File: config.mk
export PLATFORM = sky130hd
export DESIGN_NAME = puf_response_collector
export DESIGN_NICKNAME = d
export VERILOG_FILES = /design/src/rtl/puf_pkg.sv /design/src/rtl/puf_settle_timer.sv /design/src/rtl/puf_response_collector.sv
export SDC_FILE = /design/constraint.sdc
export NUM_CORES = 1
export LEC_CHECK = 0
export BUFFER_PORTS_ARGS = -buffer_cell sky130_fd_sc_hd__buf_4
export CORE_ASPECT_RATIO = 1.75
export CORE_MARGIN = 2
export CORE_UTILIZATION = 35
export CTS_CLUSTER_DIAMETER = 150
export DETAILED_ROUTE_END_ITERATION = 10
export PLACE_DENSITY = 0.57
export SETUP_SLACK_MARGIN = 0.05
export SLEW_MARGIN = 5
export SYNTH_ARGS = -nofsm -noshare
export SYNTH_HDL_FRONTEND = slang
export SYNTH_SLANG_ARGS = --single-unit
File: constraint.sdc
create_clock -name Clock -period 2.2 [get_ports Clock]
set_input_delay 0.11 -clock Clock [delete_from_list [all_inputs] [get_ports Clock]]
set_output_delay 0.11 -clock Clock [all_outputs]
set_load 0.02 [all_outputs]
File: src/rtl/puf_pkg.sv
// Shared types and constants for the PUF response collector.
package puf_pkg;

  localparam int unsigned CHAL_W_DEF        = 8;
  localparam int unsigned RESP_BITS_DEF     = 8;
  localparam int unsigned SETTLE_CYCLES_DEF = 4;
  localparam int unsigned VOTE_ROUNDS       = 3;

  typedef enum logic [2:0] {
    IDLE,
    LOAD,
    SETTLE,
    SAMPLE,
    DONE
  } state_t;

  // 2-of-3 vote: ones seen in the earlier rounds plus the current sample
  function automatic logic majority(input logic [1:0] ones, input logic b);
    return (3'(ones) + 3'(b)) >= 3'd2;
  endfunction

endpackage

File: src/rtl/puf_settle_timer.sv
// Loadable down-counter that times how long a challenge settles before sampling.
module puf_settle_timer #(
  parameter int unsigned LOAD_VAL = 3,
  parameter int unsigned CNT_W    = 2
) (
  input  logic clk,
  input  logic rst,
  input  logic load,
  input  logic en,
  output logic zero_c
);

  logic [CNT_W-1:0] count;

  always_ff @(posedge clk or posedge rst) begin
    if (rst) begin
      count <= '0;
    end else if (load) begin
      count <= CNT_W'(LOAD_VAL);
    end else if (en && (count != '0)) begin
      count <= count - CNT_W'(1);
    end
  end

  assign zero_c = (count == '0);

endmodule

File: src/rtl/puf_response_collector.sv
// Drives challenges into the PUF core, samples each response bit after a settle window
// and delivers the assembled word over valid/ack. Define MAJORITY_VOTE_EN for 3-sample voting.
module puf_response_collector
  import puf_pkg::*;
#(
  parameter int unsigned CHAL_W        = CHAL_W_DEF,
  parameter int unsigned RESP_BITS     = RESP_BITS_DEF,
  parameter int unsigned SETTLE_CYCLES = SETTLE_CYCLES_DEF
) (
  input  logic                 Clock,
  input  logic                 Reset,
  input  logic                 Start,
  input  logic [CHAL_W-1:0]    Challenge,
  output logic [CHAL_W-1:0]    Puf_Challenge,
  input  logic                 Puf_Response,
  output logic                 Busy,
  output logic [RESP_BITS-1:0] Response,
  output logic                 Resp_Valid,
  input  logic                 Resp_Ack
);

  localparam int unsigned BIT_W = $clog2(RESP_BITS);
  localparam int unsigned SET_W = (SETTLE_CYCLES > 1) ? $clog2(SETTLE_CYCLES) : 1;

  state_t               state, state_next;
  logic [RESP_BITS-1:0] shift_q, shift_d;
  logic [BIT_W-1:0]     bit_q, bit_d;
  logic [CHAL_W-1:0]    chal_d;
  logic [RESP_BITS-1:0] resp_d;
  logic                 valid_d, busy_d;
  logic                 timer_load_c, timer_en_c, timer_zero_c;
  logic                 bit_ready_c, sample_bit_c;

`ifdef MAJORITY_VOTE_EN
  logic [1:0] round_q, round_d;
  logic [1:0] ones_q, ones_d;
`endif

  puf_settle_timer #(
    .LOAD_VAL (SETTLE_CYCLES - 1),
    .CNT_W    (SET_W)
  ) u_settle_timer (
    .clk    (Clock),
    .rst    (Reset),
    .load   (timer_load_c),
    .en     (timer_en_c),
    .zero_c (timer_zero_c)
  );

  always_ff @(posedge Clock or posedge Reset) begin
    if (Reset) begin
      state         <= IDLE;
      shift_q       <= '0;
      bit_q         <= '0;
      Puf_Challenge <= '0;
      Response      <= '0;
      Resp_Valid    <= 1'b0;
      Busy          <= 1'b0;
`ifdef MAJORITY_VOTE_EN
      round_q       <= '0;
      ones_q        <= '0;
`endif
    end else begin
      state         <= state_next;
      shift_q       <= shift_d;
      bit_q         <= bit_d;
      Puf_Challenge <= chal_d;
      Response      <= resp_d;
      Resp_Valid    <= valid_d;
      Busy          <= busy_d;
`ifdef MAJORITY_VOTE_EN
      round_q       <= round_d;
      ones_q        <= ones_d;
`endif
    end
  end

  always_comb begin
    state_next   = state;
    shift_d      = shift_q;
    bit_d        = bit_q;
    chal_d       = Puf_Challenge;
    resp_d       = Response;
    timer_load_c = 1'b0;
    timer_en_c   = 1'b0;
    bit_ready_c  = 1'b0;
    sample_bit_c = Puf_Response;
`ifdef MAJORITY_VOTE_EN
    round_d      = round_q;
    ones_d       = ones_q;
`endif

    case (state)
      IDLE: begin
        if (Start) begin
          state_next = LOAD;
          bit_d      = '0;
        end
      end
      LOAD: begin
        chal_d       = Challenge;
        timer_load_c = 1'b1;
        state_next   = SETTLE;
`ifdef MAJORITY_VOTE_EN
        round_d      = '0;
        ones_d       = '0;
`endif
      end
      SETTLE: begin
        timer_en_c = 1'b1;
        if (timer_zero_c) begin
          state_next = SAMPLE;
        end
      end
      SAMPLE: begin
`ifdef MAJORITY_VOTE_EN
        // Earlier rounds only tally and re-settle on the same challenge
        if (round_q == 2'(VOTE_ROUNDS - 1)) begin
          bit_ready_c  = 1'b1;
          sample_bit_c = majority(ones_q, Puf_Response);
        end else begin
          ones_d       = ones_q + 2'(Puf_Response);
          round_d      = round_q + 2'd1;
          timer_load_c = 1'b1;
          state_next   = SETTLE;
        end
`else
        bit_ready_c = 1'b1;
`endif
        if (bit_ready_c) begin
          shift_d = {shift_q[RESP_BITS-2:0], sample_bit_c};
          if (bit_q == BIT_W'(RESP_BITS - 1)) begin
            resp_d     = shift_d;
            state_next = DONE;
          end else begin
            bit_d      = bit_q + BIT_W'(1);
            state_next = LOAD;
          end
        end
      end
      DONE: begin
        if (Resp_Ack) begin
          state_next = IDLE;
        end
      end
      default: state_next = IDLE;
    endcase

    valid_d = (state_next == DONE);
    busy_d  = (state_next == LOAD) || (state_next == SETTLE) || (state_next == SAMPLE);
  end

endmodule

After elaboration in Yosys (flattened, before gate mapping)
Index checks and enable logic that the tools add are counted.
{"block": "op_classes", "addsub": 2, "n_mul": 0, "div": 0, "magnitude_cmp": 0, "n_eq_ne": 11, "shift": 0, "mux": 12, "bitwise": 0, "n_reduce_logical": 10}
{"op": "two-way mux 3 bit", "n": 6}
{"op": "case mux 3 bit (5 select lines)", "n": 1}
{"op": "equality test 3 x 2 -> 1 bit (second input constant)", "n": 4}
{"op": "equality test 3 bit (second input constant)", "n": 3}
{"op": "equality test 3 x 1 -> 1 bit (second input constant)", "n": 2}
{"op": "case mux 3 bit (2 select lines)", "n": 1}
{"op": "nonzero test 2 bit", "n": 3}
{"op": "two-way mux 2 bit", "n": 2}
{"op": "inequality test 2 bit (second input constant)", "n": 2}
{"op": "adder 3 x 1 -> 3 bit (second input constant)", "n": 1}
{"op": "logical NOT 3 bit", "n": 1}
{"op": "AND reduction 3 bit", "n": 1}
{"op": "logical NOT 2 bit", "n": 1}
{"op": "logical OR 1 bit", "n": 2}
{"op": "two-way mux 1 bit", "n": 2}
{"op": "AND reduction 2 bit", "n": 1}
{"op": "subtractor 2 x 1 -> 2 bit (second input constant)", "n": 1}
{"op": "logical AND 1 bit", "n": 1}
{"block": "totals", "regBits": 33, "latch_bits": 0, "mem_bits_rw": 0, "mem_bits_ro": 0, "in_bits": 13, "out_inout_bits": 18, "wordCells": 43, "n_memories": 0}

Logic depth before layout (Yosys ltp)
{"block": "depth", "depth_word": 6, "depth_mapped": 5}

Modules after synthesis
A second synthesis with hierarchy kept.
{"block": "hier_totals", "hier_cells": 90, "hier_area_um2": 1373.8}
{"module": "puf_response_collector", "instances": 1, "cells_per_inst": 77, "area_each_um2": 1249.9, "seq_area_each_um2": 775.7}
{"module": "puf_settle_timer", "instances": 1, "cells_per_inst": 13, "area_each_um2": 123.9, "seq_area_each_um2": 50.0}

Least setup slack after synthesis
OpenSTA, ideal clock, no wires.
{"block": "synth_timing", "kind": "register to register", "from": "reg bit_q[0]", "to": "reg bit_q[0]", "setup_ns": 0.125, "arrival_time_ns": 1.474, "required_ns": 2.075, "setup_slack_ns": 0.601, "stages_incl_launch_ff": 6, "path_buffers": 0, "period_less_slack_ns": 1.599, "path_cell_list": "dfrtp_1 > ha_1 > ha_1 > nand3b_1 > a21oi_4 > mux2_2"}
{"block": "synth_between", "elab_chain_cells": 3}
{"item": "start: declaration", "line_no": "puf_response_collector.sv:27", "rtl": "logic [BIT_W-1:0] bit_q, bit_d;"}
{"item": "start signal: assignment", "line_no": "puf_response_collector.sv:66", "rtl": "bit_q <= bit_d;"}
{"item": "adder 3 x 1 -> 3 bit / equality test 3 bit (equally long branches)", "line_no": "puf_response_collector.sv:136, puf_response_collector.sv:132"}
{"item": "two-way mux 3 bit / inequality test 2 bit (equally long branches)"}
{"item": "case mux 3 bit (2 select lines) / AND reduction 3 bit (equally long branches)"}
Several ways; a longest one is shown, not always the timed one. The select of a mux whose other input is x is not followed.
A chain may end at the register's enable or synchronous reset.

Worst setup path after layout
{"block": "layout_timing", "from": "reg state[1]", "to": "reg bit_q[2]"}
{"block": "layout_between", "elab_chain_cells": 3}
{"item": "start: declaration", "line_no": "puf_response_collector.sv:25", "rtl": "state_t state, state_next;"}
{"item": "start signal: assignment", "line_no": "puf_response_collector.sv:64", "rtl": "state <= state_next;"}
{"item": "equality test 3 x 2 -> 1 bit / logical NOT 3 bit (equally long branches)", "line_no": "puf_response_collector.sv:93", "rtl": "case (state)"}
{"item": "inequality test 2 bit (no source line) / nonzero test 2 bit (equally long branches)"}
{"item": "AND reduction 3 bit (no source line)"}
Several ways; a longest one is shown, not always the timed one.

==> impl_metrics.json <==
{
  "result_of_the_run": "finished clean",
  "cp_slowest_stage_delay_ns": 0.55,
  "numClockSinks": 33,
  "dp_cells": 172,
  "clock_tree.buffer_depth": 2,
  "worst_clock_skew_ns": 0.008047,
  "dieArea_um2": 4512,
  "clock_latency_ns": 0.28,
  "num_antenna_cells": 0,
  "port_buffers": 30,
  "fillers": 364,
  "critical_path_class": "reg -> reg",
  "endpoint_kind": "register",
  "post_synth_and_or_nand_nor_area_fraction_pct": 6.391,
  "ys_warn_count": 0,
  "leakagePower_nw": 0.8681,
  "slew_headroom_pct": 66.50,
  "synth.area.mux_share_pct": 21.06,
  "first_iter_violations": 9,
  "grt-ovfl-total": 0,
  "die_height_um": 87.37,
  "post_synthesis_xor_xnor_area_fraction_pct": 0.6301,
  "number_of_global_route_vias_before_repair": 906,
  "critPathArrivalTime_ns": 1.88,
  "netlist-cell-type-count": 20,
  "grt_setup_unrepaired": "false",
  "power_per_cell_area_nw_per_um2": 1299,
  "num_vias": 881,
  "number_of_antenna_violations_at_the_first_check_in_global_routing": 0,
  "routed_via_density": 4.841,
  "timing.final.ws_setup_ns": 0.4803,
  "hold_ws_ns": 0.05760,
  "peakVddDrop_uv": 733.5,
  "synth_compound_area_share_pct": 6.121,
  "global_route.usage.total_pct": 12.58,
  "std_cell_core_area_um2": 3829,
  "floorplan.rows": 30,
  "tns_ns": 0,
  "combinational_family_with_the_most_area_after_synthesis": "multiplexers",
  "grt_first_pass_wirelength_um": 4133,
  "crit_start": "state[1]",
  "pin_count": 31,
  "totalWireLength_um": 2427,
  "timing.fmax_ghz": 0.5815,
  "synth_seq_cells": 33,
  "clkSlewWorstSetupHoldPaths_ns": 0.07,
  "hold_sp": "Challenge[4]",
  "antenna_violating_nets_post_route": 0,
  "cts_tree": "done",
  "fin_nets": 149,
  "worst-slew-pin-transition_ns": 0.5020,
  "hold_path_class": "in -> reg",
  "post_synth_instance_area_um2": 1390,
  "layout_worst_path_cycle_share_pct": 78.17,
  "post_route_minimum_period_ns": 1.720,
  "synthesis.nets": 113,
  "synth_seq_area_share_pct": 59.41,
  "critPathBufInv": 0,
  "start_util_pct": 36.31,
  "register_area_um2": 825.8,
  "area_delta_synth_final_pct": 29.34,
  "setup.worst_path.start_class": "register",
  "drt_pre_antenna_iters": 4,
  "dp_hpwl_um": 1749,
  "crit_path_max_fanout": 13,
  "slowest_stage": "sky130_fd_sc_hd__dfrtp_1",
  "largest_net_degree_at_the_start_of_global_routing": 22,
  "syn-mean-instance-area_um2": 14.33,
  "fin_total_pwr_mw": 2.335,
  "clock_buffers_created_by_tritoncts": 5,
  "ctsRootBufferMaster": "sky130_fd_sc_hd__clkbuf_8",
  "hold_violations": 0,
  "finalWeightedCongestion": 0.7744,
  "number_of_remaining_drc_errors": 0,
  "crit_chain": "or3b_4 -> a21oi_4 -> mux2_2",
  "cts.htree.levels": 2,
  "post_place_setup_slack_ns": 0.4953,
  "hold_buffers": 2,
  "synthCells": 97,
  "layout-drive-gt1-share_pct": 51.49,
  "drv.max_cap_violation_count": 0,
  "cts_setup_buffers": 0,
  "critPathTopFamily": "flip-flops",
  "timing_max_transition_violations_final": 0,
  "number_of_gates_resized_after_cts": 0,
  "critical_path.reg2reg.startpoint": "state[1]",
  "multiInputGateArea_um2": 513.0,
  "area_share_of_fa_ha_maj_cells_after_synthesis_pct": 2.700,
  "average_wire_length_per_cell_after_detail_routing_um": 13.34,
  "instances_no_fill": 182,
  "die_w_um": 51.64,
  "setup_viol_count_final": 0,
  "timing.critical_path.required_ns": 2.37
}
registers in the layout, summed over array words and instances (netlist names):
register	flops
Response	8
state	3
Resp_Valid	1
Busy	1
bit_q	3
u_settle_timer.count	2
shift_q	7
Puf_Challenge	8
worst register-to-register path, cell delays in order (launching register included):
cell	delay, ns
sky130_fd_sc_hd__dfrtp_1	0.55
sky130_fd_sc_hd__or3b_4	0.49
sky130_fd_sc_hd__a21oi_4	0.21
sky130_fd_sc_hd__mux2_2	0.35
stage by stage:
stage                     utilization [%]  area [um2]
after floorplan                         -        1390
after global placement              43.30        1658
after detailed placement            43.30        1658
after CTS                           46.96        1798
after global routing                46.96        1798
final                               46.96        1798
report_power, final:
part / internal (mW) / switching [mW]
sequential: 0.806 / 0.166
clock: 0.368 / 0.221
combinational: 0.423 / 0.352
total: 1.60 / 0.738
layer usage:
metal,share of wire [%],GRT usage (%)
met3,6.4,3.780
met5,0,0
met1,39,13.76
met2,53,21.21
met4,1.6,6.938
layout by cell type (no fill, tap or decap):
cell type and n:
sky130_fd_sc_hd__dfrtp_1 33, sky130_fd_sc_hd__buf_4 31, sky130_fd_sc_hd__mux2_2 26, sky130_fd_sc_hd__inv_1 7
sky130_fd_sc_hd__nor2_1 7, sky130_fd_sc_hd__clkbuf_8 6, sky130_fd_sc_hd__ha_1 3, sky130_fd_sc_hd__a21oi_1 2
sky130_fd_sc_hd__o22a_1 2, sky130_fd_sc_hd__nand3b_1 2, sky130_fd_sc_hd__o41ai_1 2, sky130_fd_sc_hd__dlygate4sd3_1 2
sky130_fd_sc_hd__nor3_4 1, sky130_fd_sc_hd__nor3b_1 1, sky130_fd_sc_hd__o21a_1 1, sky130_fd_sc_hd__or3b_4 1
sky130_fd_sc_hd__a21oi_4 1, sky130_fd_sc_hd__nand4_2 1, sky130_fd_sc_hd__xnor2_1 1, sky130_fd_sc_hd__a41o_1 1
sky130_fd_sc_hd__a31oi_1 1, sky130_fd_sc_hd__clkinvlp_4 1, sky130_fd_sc_hd__bufinv_16 1
area by class of cell:
| cell class | instances | area share (%) |
|---|---|---|
| Inverter | 7 | 1.461 |
| Sequential cell | 33 | 45.93 |
| Clock buffer | 6 | 4.593 |
| Multi-Input combinational cell | 53 | 28.53 |
| Timing Repair Buffer | 33 | 14.06 |
| Tap cell | 48 | 3.340 |
| Clock inverter | 2 | 2.088 |
cell families after synthesis:
| family | after synthesis |
|---|---|
| flip-flops | 33 |
| XOR/XNOR | 1 |
| adder cells (fa/ha/maj) | 3 |
| AND/OR/NAND/NOR | 13 |
| buffers and inverters | 11 |
| multiplexers | 26 |
| AO/OA/AOI/OAI | 10 |
synthesized netlist by cell type:
| library cell | instances | area share [%] |
|---|---|---|
| sky130_fd_sc_hd__a31oi_1 | 1 | 0.45 |
| sky130_fd_sc_hd__o22a_1 | 2 | 1.3 |
| sky130_fd_sc_hd__mux2_2 | 26 | 21 |
| sky130_fd_sc_hd__inv_1 | 7 | 1.9 |
| sky130_fd_sc_hd__buf_2 | 2 | 0.72 |
| sky130_fd_sc_hd__o41ai_1 | 2 | 1.3 |
| sky130_fd_sc_hd__a41o_1 | 1 | 0.72 |
| sky130_fd_sc_hd__nor3b_1 | 1 | 0.54 |
| sky130_fd_sc_hd__or3b_4 | 1 | 0.81 |
| sky130_fd_sc_hd__nand4_2 | 1 | 0.90 |
| sky130_fd_sc_hd__nor3_4 | 1 | 1.2 |
| sky130_fd_sc_hd__nand3b_1 | 2 | 1.1 |
| sky130_fd_sc_hd__dfrtp_1 | 33 | 59 |
| sky130_fd_sc_hd__ha_1 | 3 | 2.7 |
| sky130_fd_sc_hd__a21oi_4 | 1 | 1.2 |
| sky130_fd_sc_hd__o21a_1 | 1 | 0.54 |
| sky130_fd_sc_hd__nor2_1 | 7 | 1.9 |
| sky130_fd_sc_hd__xnor2_1 | 1 | 0.63 |
| sky130_fd_sc_hd__a21oi_1 | 2 | 0.72 |
| sky130_fd_sc_hd__buf_4 | 2 | 1.1 |
path summary, 6_finish.rpt:
| check | endpoint | slack, ns | cells past startpoint |
|---|---|---|---|
| setup / recovery | bit_q[2] | 0.48 | 3 |
| hold / removal | Puf_Challenge[4] | 0.06 | 2 |
| setup reg to reg | bit_q[2] | 0.48 | 3 |
| hold reg to reg | Puf_Challenge[4] | 0.51 | 1 |
| max in group asynchronous | shift_q[1] | 1.14 | 4 |
| min in group asynchronous | Puf_Challenge[1] | 0.41 | 3 |
Note: power is estimated with default switching activity, not from simulation.
